[src/rtl/fs_word_sender.sv]
// Dual-rail, four-phase word serialiser: each bit is driven on one rail, held
// until the receiver acks, then returned to zero before the next bit.
module fs_word_sender #(
  parameter int WIDTH       = 8,
  parameter int MSB_FIRST   = 0,
  parameter int SYNC_STAGES = 2
) (
  input  logic             clk,
  input  logic             reset,
  input  logic             load,
  input  logic [WIDTH-1:0] data,
  input  logic             ack,
  output logic             bit0,
  output logic             bit1,
  output logic             A,
  output logic             B,
  output logic             busy,
  output logic             done,
  output logic             err
);
  localparam int CW = (WIDTH > 1) ? $clog2(WIDTH) : 1;

  typedef enum logic [1:0] {IDLE, DRIVE, RTZ, DONE} state_t;

  state_t                 state, state_nx;
  logic [SYNC_STAGES-1:0] sync_q;
  logic                   ack_s;
  logic [WIDTH-1:0]       sh, sh_nx;
  logic [CW-1:0]          cnt, cnt_nx;
  logic                   last, cur_nx;
  logic                   bit0_nx, bit1_nx, a_nx, b_nx, busy_nx, done_nx, err_nx;

  // ack arrives from another clock domain; only the last flop is used
  always_ff @(posedge clk or posedge reset)
    if (reset) sync_q <= '0;
    else begin
      sync_q[0] <= ack;
      for (int i = 1; i < SYNC_STAGES; i++) sync_q[i] <= sync_q[i-1];
    end

  assign ack_s = sync_q[SYNC_STAGES-1];
  assign last  = (cnt == CW'(WIDTH - 1));

  // state register
  always_ff @(posedge clk or posedge reset)
    if (reset) state <= IDLE;
    else       state <= state_nx;

  // next-state
  always_comb begin
    state_nx = state;
    case (state)
      IDLE:    if (load)   state_nx = DRIVE;
      DRIVE:   if (ack_s)  state_nx = RTZ;
      RTZ:     if (!ack_s) state_nx = last ? DONE : DRIVE;
      DONE:                state_nx = IDLE;
      default:             state_nx = IDLE;
    endcase
  end

  // shift register and bit counter
  always_comb begin
    sh_nx  = sh;
    cnt_nx = cnt;
    if (state == IDLE && load) begin
      sh_nx  = data;
      cnt_nx = '0;
    end else if (state == RTZ && !ack_s && !last) begin
      sh_nx  = (MSB_FIRST != 0) ? (sh << 1) : (sh >> 1);
      cnt_nx = cnt + CW'(1);
    end
  end

  always_ff @(posedge clk or posedge reset)
    if (reset) begin
      sh  <= '0;
      cnt <= '0;
    end else begin
      sh  <= sh_nx;
      cnt <= cnt_nx;
    end

  // outputs are computed from the next state so they can all be registered
  always_comb begin
    cur_nx  = (MSB_FIRST != 0) ? sh_nx[WIDTH-1] : sh_nx[0];
    a_nx    = (state_nx == DRIVE);
    b_nx    = (state_nx == RTZ);
    bit1_nx = a_nx &  cur_nx;
    bit0_nx = a_nx & ~cur_nx;
    busy_nx = a_nx | b_nx;
    done_nx = (state_nx == DONE);
    err_nx  = err;
    // a stray ack outranks the clear from a load accepted on the same edge
    if ((state == IDLE || state == DONE) && ack_s) err_nx = 1'b1;
    else if (state == IDLE && load)                err_nx = 1'b0;
  end

  always_ff @(posedge clk or posedge reset)
    if (reset) begin
      bit0 <= 1'b0;
      bit1 <= 1'b0;
      A    <= 1'b0;
      B    <= 1'b0;
      busy <= 1'b0;
      done <= 1'b0;
      err  <= 1'b0;
    end else begin
      bit0 <= bit0_nx;
      bit1 <= bit1_nx;
      A    <= a_nx;
      B    <= b_nx;
      busy <= busy_nx;
      done <= done_nx;
      err  <= err_nx;
    end
endmodule

[config.mk]
export PLATFORM = sky130hd
export DESIGN_NAME = fs_word_sender
export DESIGN_NICKNAME = d
export VERILOG_FILES = /design/src/rtl/fs_word_sender.sv
export SDC_FILE = /design/constraint.sdc
export NUM_CORES = 1
export LEC_CHECK = 0
export CORE_MARGIN = 2
export CORE_UTILIZATION = 54
export CTS_CLUSTER_DIAMETER = 100
export DETAILED_ROUTE_END_ITERATION = 8
export GPL_TIMING_DRIVEN = 0
export PLACE_DENSITY = 0.87
export SETUP_SLACK_MARGIN = 0.2
export SLEW_MARGIN = 20
export SYNTH_ARGS = -nofsm -noshare
export SYNTH_HDL_FRONTEND = slang
export SYNTH_SLANG_ARGS = --single-unit
[constraint.sdc]
create_clock -name clk -period 2.55 [get_ports clk]
set_input_delay 0.3825 -clock clk [delete_from_list [all_inputs] [get_ports clk]]
set_output_delay 0.3825 -clock clk [all_outputs]
set_load 0.005 [all_outputs]
# Word-level counts from Yosys, hierarchy flattened
# Index checks and enable logic that the tools add are counted.
# totals
wordCells	45
input_bits	12
reg_bits	22
# classes
n_bitwise	4
eq_ne	7
addsub	1
mux	11
reduce_logical	10
# ops
op	n
$mux W8	2
$eq A2 B2 Y1 const B	4
$mux W2	4
$pmux W2 S4	1
$mux W3	2
$eq A2 B1 Y1 const B	2
$logic_and A1 B1 Y1	4
$reduce_bool A2 Y1	2
$add A3 B1 Y3 const B	1
$eq A3 B3 Y1 const B	1
$and A1 B1 Y1	2
$logic_not A1 Y1	2
$logic_not A2 Y1	1
$mux W1	2
$logic_or A1 B1 Y1	1
$not A1 Y1	1
$or A1 B1 Y1	1

# Longest topological paths before layout
# Gate-level depths: netlist of run 1.
# logic_depth
depth_word	7
ltp_mapped	7
ltp_nobuf	6

# Worst setup path after synthesis of run 1
# No wires, ideal clock.
# synth_timing
path_kind	register to register
start	register cnt[0]
end	register sh[1]
arrival_ps	1421
path_stages_with_launch	7
t_required_ps	2427
period_less_slack_ps	1544
path_slack_ps	1006
cell_sequence	dfrtp_1 -> ha_1 -> ha_1 -> nor3b_2 -> buf_4 -> mux2i_1 -> o21ai_1
# synth_via
elab_chain_len	4
# synth_rtl
element	line	rtl
start: declaration	29	logic [CW-1:0] cnt, cnt_nx;
start signal: assignment	80	cnt <= cnt_nx;
$eq A3 B3 Y1	42	assign last = (cnt == CW'(WIDTH - 1));
$logic_not A1 Y1	68	end else if (state == RTZ && !ack_s && !last) begin
$logic_and A1 B1 Y1	68	
$reduce_bool A2 Y1 (no source line)	-	
end signal: assignment	79	sh <= sh_nx;
end: declaration	28	logic [WIDTH-1:0] sh, sh_nx;
# No other way between the ends.
# A chain may end at the register's enable or synchronous reset.

# Worst setup path in the final report of run 1
# layout_timing
start	register cnt[0]
end	register sh[5]
# The elaborated chain is that of the path after synthesis.

==> flow_summary_export.csv, run 1 <==
group,metric,value,unit
cts,root_buffer,"clkbuf_4",
route,drt-total-wl,1.63,mm
placed_design,place_congestion,0.823,
timing,setup_violations,0,
route,vias,690,
timing,relSlewSlack,47.7,%
cts,ctsResizeCount,0,
cts,cts_hold_buf,0,
power_and_ir_drop,p_clk_share,17.8,%
cts,clk_path_buf_depth,2,
cells_and_area,fillers,133,
setup_path,cp.arrival,1890,ps
cts,cts_setup_buffers,0,
floorplanning,boundaryPins,19,
global_routing,grt_pass1_vias,647,
route,m1WireLength,725,um
power_and_ir_drop,sequentialPowerShare,37.7,%
placed_design,placedInstanceArea,1230,um2
power_and_ir_drop,leakagePower,0.574,nW
logic_synthesis,synth.avg_cell_area,11.4,um2
cts,clock-sinks,22,
timing,fin_crit,1690,ps
timing,hold_slack,363,ps
logic_synthesis,synth_top_area_share,54.3,%
logic_synthesis,synth_area_leaders,"dfrtp_1 54%, mux2i_1 8.9%, ha_1 7.4%",
placed_design,port_buffers,18,
logic_synthesis,synthFlopType,"dfrtp_1",
logic_synthesis,yosysSeqAreaShare,54.3,%
setup_path,critical-path-slowest-cell,"dfrtp_1",
route,ant_nets,0,
route,viasPerCell,5.07,
setup_path,critPathLaunchType,"register",
placed_design,post-place-ws,735,ps
route,wl_met3,43,um
cts,cts_buffers,3,
floorplanning,die_h,47.4,um
setup_path,crit_chain,"ha_1 > ha_1 > nor3b_2 > buf_4 > mux2i_1 > o21ai_1",
cts,clock_latency,310,ps
setup_path,crit_top_cell,"ha_1",
logic_synthesis,yosysMostFrequentCell,"dfrtp_1",
global_routing,overflow,0,
floorplanning,die_w,47.4,um
logic_synthesis,synth_edf_count,0,
logic_synthesis,yosysWarnings,0,
logic_synthesis,synth-seq-cells,22,
setup_path,critPathMaxFanout,10,
cells_and_area,final_layout_size_suffix_gt1_share,11.7,%
cts,cts-htree-levels,1,
power_and_ir_drop,powerDensity,1160,nW/um2
setup_path,max_stage_delay,410,ps
logic_synthesis,synthArstFlopShare,100,%
power_and_ir_drop,switching_share,34.2,%
cts,clk_pin_slew,120,ps
floorplanning,dieArea,2240,um2
timing,grt_setup_unrepaired,"no",
floorplanning,initial_utilization,58.1,%
flow_run,maxCapViolations,0,
setup_path,worstPathRequired,2750,ps
route,dr_wl_met2,833,um
status,status,"finished clean",
power_and_ir_drop,switching_power,0.506,mW
floorplanning,coreArea,1750,um2
cells_and_area,nets,130,
logic_synthesis,ys_types,22,
power_and_ir_drop,p_int,0.972,mW
floorplanning,rows,15,
global_routing,grtUsageTotal,17.8,%
placed_design,hpwlAfterDp,1.20,mm
timing,hold_violations,0,
cells_and_area,stdcell_area,1280,um2
route,top_layer,"met4",
global_routing,antenna_found_initial,0,
route,drc,0,
timing,finalMaxSlewViolations,0,
logic_synthesis,synth.cell_area,1010,um2
route,dr.pass1.iters,4,
logic_synthesis,yosysTopAreaCell,"dfrtp_1",
setup_path,cp-end-kind,"register",
timing,max_freq,593,MHz
route,drt_iter0_markers,17,
timing,tightest_slew,784,ps
cts,cts_tree,"built",
power_and_ir_drop,ir_worst_vdd,0.747,mV
route,wl_per_cell,12.0,um
hold_path,hold_class,"register to register",
logic_synthesis,syn_inst,89,
timing,layout_setup_ws,865,ps
cells_and_area,num_antenna_cells,0,
cells_and_area,synthToLayoutAreaGrowth,26.0,%
global_routing,grt_max_degree,23,
timing,skew,5.85,ps
power_and_ir_drop,power_frac_comb,44.5,%
global_routing,grt_pass1_wl,2.66,mm
logic_synthesis,syn_nets,107,
timing,fin_crit_sh,66.1,%
timing,finalSetupTns,0,ps
logic_synthesis,synth_common_cells,"22 x dfrtp_1, 9 x mux2i_1, 9 x nand2_1",
setup_path,crit_type,"register to register",
-- registers in the layout (all words and copies together), names as in the netlist --
| name | flops |
|---|---|
| cnt | 3 |
| bit0 | 1 |
| err | 1 |
| busy | 1 |
| A | 1 |
| sh | 8 |
| bit1 | 1 |
| done | 1 |
| sync_q | 2 |
| state | 2 |
| B | 1 |
-- cell families after synthesis --
kind of cell | count (synthesis) | share of synthesized area [%]
AO/OA/AOI/OAI | 15 | 10.6
XOR/XNOR | 2 | 1.73
adder cells (fa/ha/maj) | 6 | 7.40
buffers and inverters | 11 | 4.81
flip-flops | 22 | 54.3
multiplexers | 9 | 8.88
AND/OR/NAND/NOR | 24 | 12.3
-- stage by stage --
stage | instances | power, mW | utilization [%]
after floorplan | 89 | 1.02 | -
after global placement | 132 | 1.18 | 70.3
after detailed placement | 132 | 1.23 | 70.3
after CTS | 136 | 1.49 | 73.3
after global routing | 136 | 1.58 | 73.3
final | 136 | 1.48 | 73.3
-- final cells by class --
class                           count  area, um2  area share, %
Tap cell                           25       31.3           2.45
Timing Repair Buffer               18        180           14.1
Clock buffer                        3       22.5           1.76
Clock inverter                      1       30.0           2.35
Sequential cell                    22        551           43.1
Inverter                            7       26.3           2.05
Multi-Input combinational cell     56        415           32.5
Buffer                              4       22.5           1.76
-- worst paths after layout --
kind	to	from	cells after the start	slack [ps]
max in group asynchronous	sh[6]	reset	2	1560
min in group asynchronous	B	reset	2	500
setup / recovery	sh[5]	cnt[0]	6	860
hold reg to reg	sync_q[1]	sync_q[0]	0	360
setup reg to reg	sh[5]	cnt[0]	6	860
hold / removal	sync_q[1]	sync_q[0]	0	360
-- placed cells by master, fill, tap and decap left out --
cell type,instances
a21oi_1,2
a221oi_4,1
and2_1,3
buf_2,3
buf_4,1
bufinv_16,1
clkbuf_4,3
clkdlybuf4s50_1,18
dfrtp_1,22
ha_1,6
inv_1,7
mux2i_1,9
nand2_1,9
nand2b_1,1
nand3b_1,1
nor2_1,6
nor2b_1,1
nor3_1,1
nor3b_2,2
o211ai_1,1
o21ai_0,2
o21ai_1,6
o21ai_2,2
o22ai_1,1
xnor2_1,2
-- worst max-delay path, delay by kind of cell, from the launching register on --
family                     cells  cell delay, ps
buffers and inverters          1             240
AOI/OAI and AO/OA              1              70
DFF                            1             410
adders and majority gates      2             420
and+or+nand+nor                1             210
muxes                          1             230
-- power by group through the flow --
stage | Combinational [mW] | Clock, mW | Sequential [mW]
2_1_floorplan | 0.468 | 0 | 0.554
3_3_place_gp | 0.630 | 0 | 0.555
3_5_place_dp | 0.662 | 0 | 0.565
5_1_grt | 0.728 | 0.282 | 0.571
6_report | 0.657 | 0.263 | 0.558
4_1_cts | 0.668 | 0.266 | 0.559
-- layer usage --
metal	global-route usage (%)	vias up
met3	4.62	4
met1	20.8	337
met4	10.0	0
li1	-	338
met2	29.5	11
met5	0	-
Power figures use the tool's default switching activity.
==> run 2, diff against run 1 <==
CORE_UTILIZATION = 50   (was 54)
PLACE_DENSITY = 0.82   (was 0.87)
clock period = 1.6 ns   (was 2.55 ns; I/O delays follow)
==> flow_summary_export.csv, run 2 (synthesis gave the netlist of run 1 again) <==
group,metric,value,unit
floorplanning,initial_utilization,52.3,%
global_routing,antenna_found_initial,0,
hold_path,hold_class,"primary input to async pin",
cells_and_area,reg.largest.list,"sh: 8 flops, cnt: 3 flops",
timing,fin_crit_sh,104,%
setup_path,crit_type,"register to register",
timing,hold_violations,0,
timing,skew,10.3,ps
timing,layout_setup_ws,-69.5,ps
setup_path,cp-end-kind,"register",
setup_path,worstReg2RegStart,"cnt[1]",
cts,cts_hold_buf,0,
power_and_ir_drop,power_frac_comb,58.7,%
setup_path,r2r_end,"sh[5]",
power_and_ir_drop,p_clk_share,10.5,%
route,wl_per_cell,14.8,um
cells_and_area,regMostFlops,"sh",
floorplanning,boundaryPins,19,
flow_run,maxCapViolations,0,
timing,fin_crit,1670,ps
power_and_ir_drop,p_int,1.87,mW
status,violations,"negative setup slack",
setup_path,rr_worst_depth,6,
cells_and_area,nets,141,
cts,cts_tree,"built",
timing,relSlewSlack,47.0,%
cells_and_area,fillers,131,
cts,clk_pin_slew,120,ps
cts,cts_buffers,3,
setup_path,cp.arrival,1880,ps
route,drt-total-wl,2.20,mm
placed_design,port_buffers,18,
power_and_ir_drop,sequentialPowerShare,30.8,%
timing,finalMaxSlewViolations,0,
cells_and_area,most-common-layout-cells,"22 x dfrtp_1, 11 x clkdlybuf4s50_1, 9 x mux2i_1",
setup_path,r2r_slack,-70,ps
cells_and_area,synthToLayoutAreaGrowth,49.6,%
power_and_ir_drop,switching_share,35.9,%
floorplanning,die_w,49.1,um
global_routing,grt_max_degree,23,
setup_path,critPathMaxFanout,10,
global_routing,grt_pass1_wl,3.38,mm
floorplanning,rows,16,
setup_path,worstPathRequired,1810,ps
timing,grt_setup_unrepaired,"yes",
cells_and_area,num_antenna_cells,0,
cts,clock-sinks,22,
power_and_ir_drop,leakagePower,0.715,nW
placed_design,post-place-ws,-98.0,ps
global_routing,grt_pass1_vias,739,
global_routing,grtUsageTotal,18.8,%
floorplanning,dieArea,2410,um2
status,status,"finished, violations left",
cts,root_buffer,"clkbuf_4",
setup_path,critPathLaunchType,"register",
cts,cts-htree-levels,1,
cts,clock_latency,310,ps
timing,setup_violations,6,
floorplanning,die_h,49.1,um
floorplanning,coreArea,1940,um2
cells_and_area,final_layout_size_suffix_gt1_share,35.2,%
route,vias,761,
route,dr.pass1.iters,4,
cells_and_area,final_common_cell,"dfrtp_1",
power_and_ir_drop,powerDensity,1930,nW/um2
cells_and_area,largest_reg_flops,8,
route,ant_nets,0,
power_and_ir_drop,ir_worst_vdd,1.24,mV
cts,clk_path_buf_depth,2,
timing,max_freq,599,MHz
route,viasPerCell,5.11,
route,drt_iter0_markers,12,
timing,finalSetupTns,-183,ps
timing,tightest_slew,795,ps
placed_design,hpwlAfterDp,1.31,mm
global_routing,overflow,0,
power_and_ir_drop,switching_power,1.05,mW
placed_design,place_congestion,0.835,
route,drc,0,
-- run 2: changes by cell type in the layout (fill, tap and decap cells not counted), sizes merged --
cell / before / now
buf: 4 / 14
dlygate4sd2: 0 / 3
clkbuf: 3 / 5
clkdlybuf4s50: 18 / 11
bufinv: 1 / 0
dlymetal6s2s: 0 / 4
-- run 2: cell type report --
class                      instances  area, um2  share of cell area (%)
clock buffer                       4       36.3                    2.39
inverter                           7       26.3                    1.73
multi-input combinational         56        512                    33.7
timing repair buffer              29        307                    20.2
tap                               27       33.8                    2.23
sequential                        22        551                    36.3
buffer                             4       52.6                    3.46
-- run 2: per-stage QoR --
stage | cells | total power, mW | utilization, % | instance area [um2] | hold slack, ps
2_1_floorplan | 89 | 1.66 | - | 1040 | 229
3_3_place_gp | 134 | 1.92 | 64.8 | 1260 | 337
3_5_place_dp | 134 | 2.00 | 64.8 | 1260 | 335
4_1_cts | 145 | 2.76 | 74.1 | 1440 | 361
5_1_grt | 149 | 3.12 | 78.2 | 1520 | 342
6_report | 149 | 2.92 | 78.2 | 1520 | 359
-- run 2: worst max path at each step --
stage | start | endpoint | slack [ps] | depth (start not counted)
6_report | cnt[1] | sh[5] | -70 | 6
5_1_grt | state[0] | sh[5] | -180 | 6
4_1_cts | cnt[1] | bit1 | -40 | 6
3_5_place_dp | load | sh[7] | -100 | 6
3_3_place_gp | load | err | -60 | 5
2_1_floorplan | cnt[0] | bit1 | 70 | 6
-- run 2: timing repair --
item | in CTS | in global routing
endpoints found under the setup margin | 23 | 24
resized for setup | 25 | 11
cloned | 0 | 1
pin swaps | 6 | 2
setup buffers | 7 | 3
-- run 2: metal layers --
layer | wire (um) | track usage [%] | vias to the layer above
met5 | 0 | 0 | -
met4 | 63 | 10.0 | 0
met3 | 84 | 3.07 | 6
met2 | 1160 | 30.8 | 26
met1 | 894 | 23.8 | 370
li1 | - | - | 359
-- run 2: worst max-delay path: stages, from the launching register on --
cell and delay [ps]:
dfrtp_1 400, ha_2 200, ha_4 170, nor3b_4 230, buf_6 200, mux2i_1 240
o21ai_1 100
-- run 2: power groups by stage --
stage               combinational [mW]  clock [mW]  sequential (mW)
floorplan                        0.774           0            0.886
detailed placement                1.10           0            0.905
finish                            1.72       0.306            0.901
global placement                  1.03           0            0.890
CTS                               1.56       0.308            0.895
global route                      1.87       0.333            0.920
==> run 3, diff against run 2 <==
SKIP_LAST_GASP = 1   (was unset)
==> flow_summary_export.csv, run 3 (synthesis gave the netlist of run 1 again) <==
group,metric,value,unit
setup_path,worstReg2RegStart,"cnt[1]",
route,viasPerCell,5.11,
floorplanning,boundaryPins,19,
cells_and_area,final_common_cell,"dfrtp_1",
global_routing,grtUsageTotal,18.8,%
timing,hold_violations,0,
setup_path,crit_type,"register to register",
cells_and_area,nets,141,
timing,fin_crit_sh,104,%
cells_and_area,final_util,77.9,%
power_and_ir_drop,switching_power,1.04,mW
timing,layout_setup_ws,-69.5,ps
placed_design,placedInstanceArea,1260,um2
cts,clock-sinks,22,
cts,cts_tree,"built",
timing,skew,10.5,ps
cts,cts_buffers,3,
timing,max_freq,599,MHz
setup_path,critical_path.top_delay_family,"flip-flops",
power_and_ir_drop,switching_share,35.9,%
cells_and_area,largest_reg_flops,8,
route,dr.pass1.iters,4,
route,drt_iter0_markers,12,
floorplanning,dieArea,2410,um2
cts,clk_path_buf_depth,2,
cells_and_area,synthToLayoutAreaGrowth,49.1,%
cts,cts-htree-levels,1,
placed_design,dp_cells,134,
cts,clock_latency,310,ps
floorplanning,rows,16,
route,wl_per_cell,14.7,um
hold_path,hold_class,"primary input to async pin",
cts,cts_hold_buf,0,
cells_and_area,fillers,133,
power_and_ir_drop,p_int,1.85,mW
power_and_ir_drop,power,2.89,mW
floorplanning,die_h,49.1,um
timing,relSlewSlack,47.0,%
cells_and_area,final_layout_size_suffix_gt1_share,33.6,%
cells_and_area,reg.largest.list,"sh: 8 flops, cnt: 3 flops",
setup_path,cp-end-kind,"register",
setup_path,r2r_slack,-70,ps
global_routing,grt_pass1_vias,739,
power_and_ir_drop,p_clk_share,10.6,%
timing,tightest_slew,795,ps
setup_path,critical-path-slowest-cell,"dfrtp_1",
setup_path,critPathBufInv,1,
route,vias,761,
timing,setup_violations,6,
cts,clk_pin_slew,120,ps
flow_run,maxCapViolations,0,
setup_path,crit_start,"cnt[1]",
placed_design,place_congestion,0.835,
power_and_ir_drop,powerDensity,1910,nW/um2
setup_path,critPathLaunchType,"register",
cells_and_area,most-common-layout-cells,"22 x dfrtp_1, 11 x clkdlybuf4s50_1, 9 x mux2i_1",
setup_path,crit_chain,"ha_2 > ha_4 > nor3b_4 > buf_6 > mux2i_1 > o21ai_1",
timing,fin_crit,1670,ps
route,drt-total-wl,2.20,mm
power_and_ir_drop,power_frac_comb,58.3,%
setup_path,cp.arrival,1880,ps
route,drc,0,
timing,grt_setup_unrepaired,"yes",
global_routing,antenna_found_initial,0,
setup_path,rr_worst_depth,6,
timing,finalSetupTns,-184,ps
route,ant_nets,0,
cts,root_buffer,"clkbuf_4",
power_and_ir_drop,sequentialPowerShare,31.2,%
global_routing,grt_max_degree,23,
global_routing,grt_pass1_wl,3.38,mm
status,status,"finished, violations left",
setup_path,max_stage_delay,400,ps
cells_and_area,final_cells,149,
setup_path,critPathMaxFanout,10,
power_and_ir_drop,leakagePower,0.714,nW
status,violations,"negative setup slack",
placed_design,port_buffers,18,
power_and_ir_drop,ir_worst_vdd,1.23,mV
floorplanning,coreArea,1940,um2
cells_and_area,num_antenna_cells,0,
timing,finalMaxSlewViolations,0,
cells_and_area,regMostFlops,"sh",
floorplanning,initial_utilization,52.3,%
setup_path,r2r_end,"sh[5]",
setup_path,worstPathRequired,1810,ps
placed_design,hpwlAfterDp,1.31,mm
global_routing,overflow,0,
floorplanning,die_w,49.1,um
cells_and_area,stdcell_area,1510,um2
## run 3: cell counts in the layout (fill, tap and decap cells not counted)
No cell type changed its count.
## run 3: power groups by stage
stage                     combinational (mW)  sequential [mW]  clock (mW)
after floorplan                        0.774            0.886           0
after global placement                  1.03            0.890           0
after detailed placement                1.10            0.905           0
after CTS                               1.50            0.895       0.308
after global routing                    1.84            0.920       0.333
final                                   1.69            0.901       0.305
## run 3: metrics by stage
stage	setup slack (ps)	hold slack (ps)
final	-69.5	359
after global routing	-175	342
after CTS	-38.6	361
after detailed placement	-98.0	335
after global placement	-56.5	337
after floorplan	72.2	229
## run 3: how the worst max path moves through the flow
| stage | to | depth (start not counted) | slack, ps |
|---|---|---|---|
| global route | sh[5] | 6 | -170 |
| detailed placement | sh[7] | 6 | -100 |
| floorplan | bit1 | 6 | 70 |
| finish | sh[5] | 6 | -70 |
| global placement | err | 5 | -60 |
| CTS | bit1 | 6 | -40 |
## run 3: cell type report
class	instances	area (um2)	share of cell area [%]
multi-input combinational	56	507	33.5
buffer	4	52.6	3.47
clock buffer	4	36.3	2.40
inverter	7	26.3	1.74
tap	27	33.8	2.23
sequential	22	551	36.4
timing repair buffer	29	307	20.3
## run 3: timing repair
item	in CTS	in global routing
setup endpoints to repair	23	24
cloned	0	1
resized for setup	23	11
hold endpoints to repair	0	0
pin swaps	6	1
buffers inserted	7	3
## run 3: per-layer routing
| metal | GRT usage [%] | vias up | wire length [um] | share of wire (%) |
|---|---|---|---|---|
| li1 | - | 359 | - | - |
| met4 | 10.0 | 0 | 63 | 2.9 |
| met2 | 30.8 | 26 | 1150 | 52 |
| met5 | 0 | - | 0 | 0 |
| met1 | 23.8 | 370 | 898 | 41 |
| met3 | 3.07 | 6 | 84 | 3.8 |
